`src/rtl/input_conditioner.sv`:
```
// Synchronise, debounce and edge-detect one asynchronous bit.
// Edge counter built only when INPUT_COND_EDGE_COUNT_EN is defined.
module input_conditioner #(
  parameter int SYNC_STAGES     = 2,
  parameter int DEBOUNCE_CYCLES = 16,
  parameter int CNT_W           = 16
) (
  input  logic             clk,
  input  logic             reset,
  input  logic             dat_in,
  input  logic             clr_cnt,
  output logic             dat_stable,
  output logic             rise_pulse,
  output logic             fall_pulse,
  output logic [CNT_W-1:0] edge_count,
  output logic             cnt_sat
);

  localparam int DW = $clog2(DEBOUNCE_CYCLES + 1);
  localparam logic [DW-1:0] DLAST = DW'(DEBOUNCE_CYCLES - 1);

  typedef enum logic [1:0] {
    LOW,
    TO_HIGH,
    HIGH,
    TO_LOW
  } state_t;

  logic [SYNC_STAGES-1:0] sync_q;
  logic                   s;

  always_ff @(posedge clk or posedge reset) begin
    if (reset) begin
      sync_q <= '0;
    end else begin
      sync_q <= {sync_q[SYNC_STAGES-2:0], dat_in};
    end
  end

  assign s = sync_q[SYNC_STAGES-1];

  state_t          state_q, state_d;
  logic [DW-1:0]   dcnt_q, dcnt_d;
  logic            stable_q, stable_d;
  logic            rise_q, rise_d;
  logic            fall_q, fall_d;

  always_ff @(posedge clk or posedge reset) begin
    if (reset) begin
      state_q  <= LOW;
      dcnt_q   <= '0;
      stable_q <= 1'b0;
      rise_q   <= 1'b0;
      fall_q   <= 1'b0;
    end else begin
      state_q  <= state_d;
      dcnt_q   <= dcnt_d;
      stable_q <= stable_d;
      rise_q   <= rise_d;
      fall_q   <= fall_d;
    end
  end

  always_comb begin
    state_d  = state_q;
    dcnt_d   = dcnt_q;
    stable_d = stable_q;
    rise_d   = 1'b0;
    fall_d   = 1'b0;
    unique case (state_q)
      LOW: begin
        if (s) begin
          state_d = TO_HIGH;
          dcnt_d  = DW'(1);
        end
      end
      TO_HIGH: begin
        if (!s) begin
          state_d = LOW;
          dcnt_d  = '0;
        end else if (dcnt_q == DLAST) begin
          state_d  = HIGH;
          dcnt_d   = '0;
          stable_d = 1'b1;
          rise_d   = 1'b1;
        end else begin
          dcnt_d = dcnt_q + DW'(1);
        end
      end
      HIGH: begin
        if (!s) begin
          state_d = TO_LOW;
          dcnt_d  = DW'(1);
        end
      end
      TO_LOW: begin
        if (s) begin
          state_d = HIGH;
          dcnt_d  = '0;
        end else if (dcnt_q == DLAST) begin
          state_d  = LOW;
          dcnt_d   = '0;
          stable_d = 1'b0;
          fall_d   = 1'b1;
        end else begin
          dcnt_d = dcnt_q + DW'(1);
        end
      end
    endcase
  end

  assign dat_stable = stable_q;
  assign rise_pulse = rise_q;
  assign fall_pulse = fall_q;

`ifdef INPUT_COND_EDGE_COUNT_EN
  logic [CNT_W-1:0] cnt_q, cnt_d;
  logic             sat_q, sat_d;

  always_ff @(posedge clk or posedge reset) begin
    if (reset) begin
      cnt_q <= '0;
      sat_q <= 1'b0;
    end else begin
      cnt_q <= cnt_d;
      sat_q <= sat_d;
    end
  end

  // A clear coincident with a rise keeps that rise as the first count.
  always_comb begin
    cnt_d = cnt_q;
    if (clr_cnt) begin
      cnt_d = CNT_W'(rise_q);
    end else if (rise_q && !(&cnt_q)) begin
      cnt_d = cnt_q + CNT_W'(1);
    end
    sat_d = &cnt_d;
  end

  assign edge_count = cnt_q;
  assign cnt_sat    = sat_q;
`else
  logic unused_clr;
  assign unused_clr = clr_cnt;
  assign edge_count = '0;
  assign cnt_sat    = 1'b0;
`endif

endmodule

```
`config.mk`:
```
export PLATFORM = sky130hd
export DESIGN_NAME = input_conditioner
export DESIGN_NICKNAME = d
export VERILOG_FILES = /design/src/rtl/input_conditioner.sv
export SDC_FILE = /design/constraint.sdc
export NUM_CORES = 1
export LEC_CHECK = 0
export CAP_MARGIN = 20
export CORE_AREA = 2 2 44 42
export DETAILED_ROUTE_END_ITERATION = 12
export DIE_AREA = 0 0 46 44
export GPL_TIMING_DRIVEN = 0
export PLACE_DENSITY = 0.78
export REMOVE_ABC_BUFFERS = 1
export SLEW_MARGIN = 20
export SYNTH_ARGS = -nofsm -noshare
export SYNTH_HDL_FRONTEND = slang
export SYNTH_SLANG_ARGS = --single-unit
```
`constraint.sdc`:
```
create_clock -name clk -period 3.16 [get_ports clk]
set_input_delay 0.79 -clock clk [delete_from_list [all_inputs] [get_ports clk]]
set_output_delay 0.79 -clock clk [all_outputs]
set_load 0.05 [all_outputs]
```
==> results.ini <==
[floorplan]
io_pins=24
die_area_um2=2024
die_x_um=46
chipHeight_um=44
start_util=0.4238
core-area_um2=1577
fp-row-count=14

[timing]
fin_crit_ns=2.237
hold_viol=0
fin_skew_ns=0.001771
final-setup-viol-count=0
fin_tns_setup_ns=0
maxSlewHeadroom=0.6685
tightest_slew_ns=0.4957
final.setup.worst_slack_ns=0.9229
rsz0062_at_grt=false
drv_slew=0
max_freq_mhz=447.0
final.period_utilization=0.7079

[placed_design]
port_buffers=5
dp_cells=83
hpwl_um=745.4
place.gp.congestion=0.7139
place_ws_ns=1.203

[cells_and_area]
final_nets=77
drive_gt1_frac=0.1000
antennaDiodeCount=0
final-instance-count-excl-fill=86
area_delta_synth_final_pct=1.498

[detailed_routing]
firstDrtPassIters=4
routed_wl_um=1004
drc=0
vias=424
postRouteAntennaNets=0
via_per_inst=4.930
drtIter0Drc=10
routedWlPerCell_um=11.67

[global_route]
grt_max_degree=13
track_usage=0.1069
grt_overflow=0
grt_pass1_wl_um=1476
grt_pass1_vias=351
antenna_found_initial=0

[yosys]
ys_seq_elements=12
synthArstFlopShare=1.000
netlist_top_cells_area=dfrtp_1 (45%), buf_4 (19%), xor2_1 (3.9%), nand2_1 (2.8%), mux2_4 (2.2%)
synth-seq-area-share=0.4494
synth_cells=65
yosys_warnings=0
syn_area_um2=668.1
ys.flop_type=dfrtp_1
yosysUniqueCellTypes=27
synth_edf_count=0
avgSynthCellArea_um2=10.28
synth_top_area_cell=dfrtp_1
synth_top_area_frac=0.4494

[pwr]
p_leak_nw=0.3288
power.density_nw_per_um2=475.5
power_w=0.0003225
ir_drop_uv=217.3

[setup_path]
critPathKind=reg2out
end_kind=primary output
startpoint=dat_stable$_DFFE_PP0P_
critical_path.max_stage_delay_ns=0.81
crit_buf_inv=1
r2r_start=dcnt_q[0]$_DFFE_PP0P_
arrival_ns=1.45
cp_slowest_cell=clkdlybuf4s50_1
worst-path-stages=1
reg2regPathDepth=4
path_cells=clkdlybuf4s50_1
startpoint_type=flip-flop
reg2reg_slack_ns=1.56
path_delay_family=buffers and inverters
critPathMaxFanout=3
required_ns=2.37

[job]
maxCapViolCount=0

[clock_network]
cts_tree=done
ctsResizeCount=0
insertion_delay_ns=0.26
cts_inserted_buffers=3
hold_buffers=0
clk_pin_slew_ns=0.07
clock_sinks=12
cts_max_level=1
cts-root-buf=clkbuf_4
post_cts_buffers=0
cts_buffer_depth=2

[hold_path]
hold_start=sync_q[0]$_DFF_PP0_
hold_path.class=reg2reg
holdPathEnd=sync_q[1]$_DFF_PP0_
hold_depth=0

[run_status]
status=finished, final reports clean

[sequential cells by signal, summed over array words and instances (netlist names), named ones only]
signal,count
sync_q,2
state_q,1
fall_pulse,1
rise_pulse,1
dat_stable,1
dcnt_q,5
[power by group]
group / leakage (nW) / switching (W) / internal, W
registers: 0.152 / 0.00000790 / 0.000160
clock network: 0.0138 / 0.0000455 / 0.0000440
logic: 0.163 / 0.0000555 / 0.00000976
[cell type report]
| class | instances | area [µm²] |
|---|---|---|
| Tap cell | 16 | 20.02 |
| Inverter | 2 | 7.507 |
| Sequential cell | 12 | 300.3 |
| Timing Repair Buffer | 5 | 50.05 |
| Fill cell | 158 | 898.4 |
| Multi-Input combinational cell | 48 | 277.8 |
| Clock buffer | 3 | 22.52 |
[worst max-delay path by stage]
| stage | end |
|---|---|
| 2_1_floorplan | flip-flop |
| 3_3_place_gp | dat_stable |
| 3_5_place_dp | dat_stable |
| 4_1_cts | dat_stable |
| 5_1_grt | dat_stable |
| 6_report | dat_stable |
[cell families after synthesis]
logic type,after synthesis,share of synthesized area
AO/OA/AOI/OAI,9,0.09553
XOR/XNOR,4,0.05244
adder cells (fa/ha/maj),1,0.01872
buffers and inverters,21,0.2247
flip-flops,12,0.4494
multiplexers,1,0.02247
other,1,0.005613
AND/OR/NAND/NOR,16,0.1311
[synth_stat cells (all sizes together), types with 2 or more instances]
| library cell | n |
|---|---|
| inv | 2 |
| o21ai | 2 |
| nand3 | 3 |
| buf | 18 |
| xor2 | 3 |
| nand2 | 5 |
| nor2 | 3 |
| and3 | 2 |
| dfrtp | 12 |
[metal layers]
metal,global-route usage,part of all wire,up-vias
li1,-,-,195
met1,0.1217,0.42,208
met2,0.1667,0.51,17
met3,0.05000,0.054,4
met4,0.05143,0.020,0
met5,0,0,-
[cell usage in the layout, fill, tap and decap left out, drive strengths merged, types with 2 or more instances in the layout]
master	Yosys	layout
and3	2	2
clkbuf	1	3
clkdlybuf4s50	0	5
conb	1	17
dfrtp	12	12
inv	2	2
nand2	5	5
nand3	3	3
nor2	3	3
o21ai	2	2
xor2	3	3
[stage by stage]
step                utilization  instance area (µm²)  hold WS, ns
floorplan                     -                585.6       0.3312
global placement         0.4159                655.6       0.3349
detailed placement       0.4159                655.6       0.3455
CTS                      0.4302                678.2       0.3662
global route             0.4302                678.2       0.3692
finish                   0.4302                678.2       0.3615
Note: power is estimated with default switching activity, not from simulation.
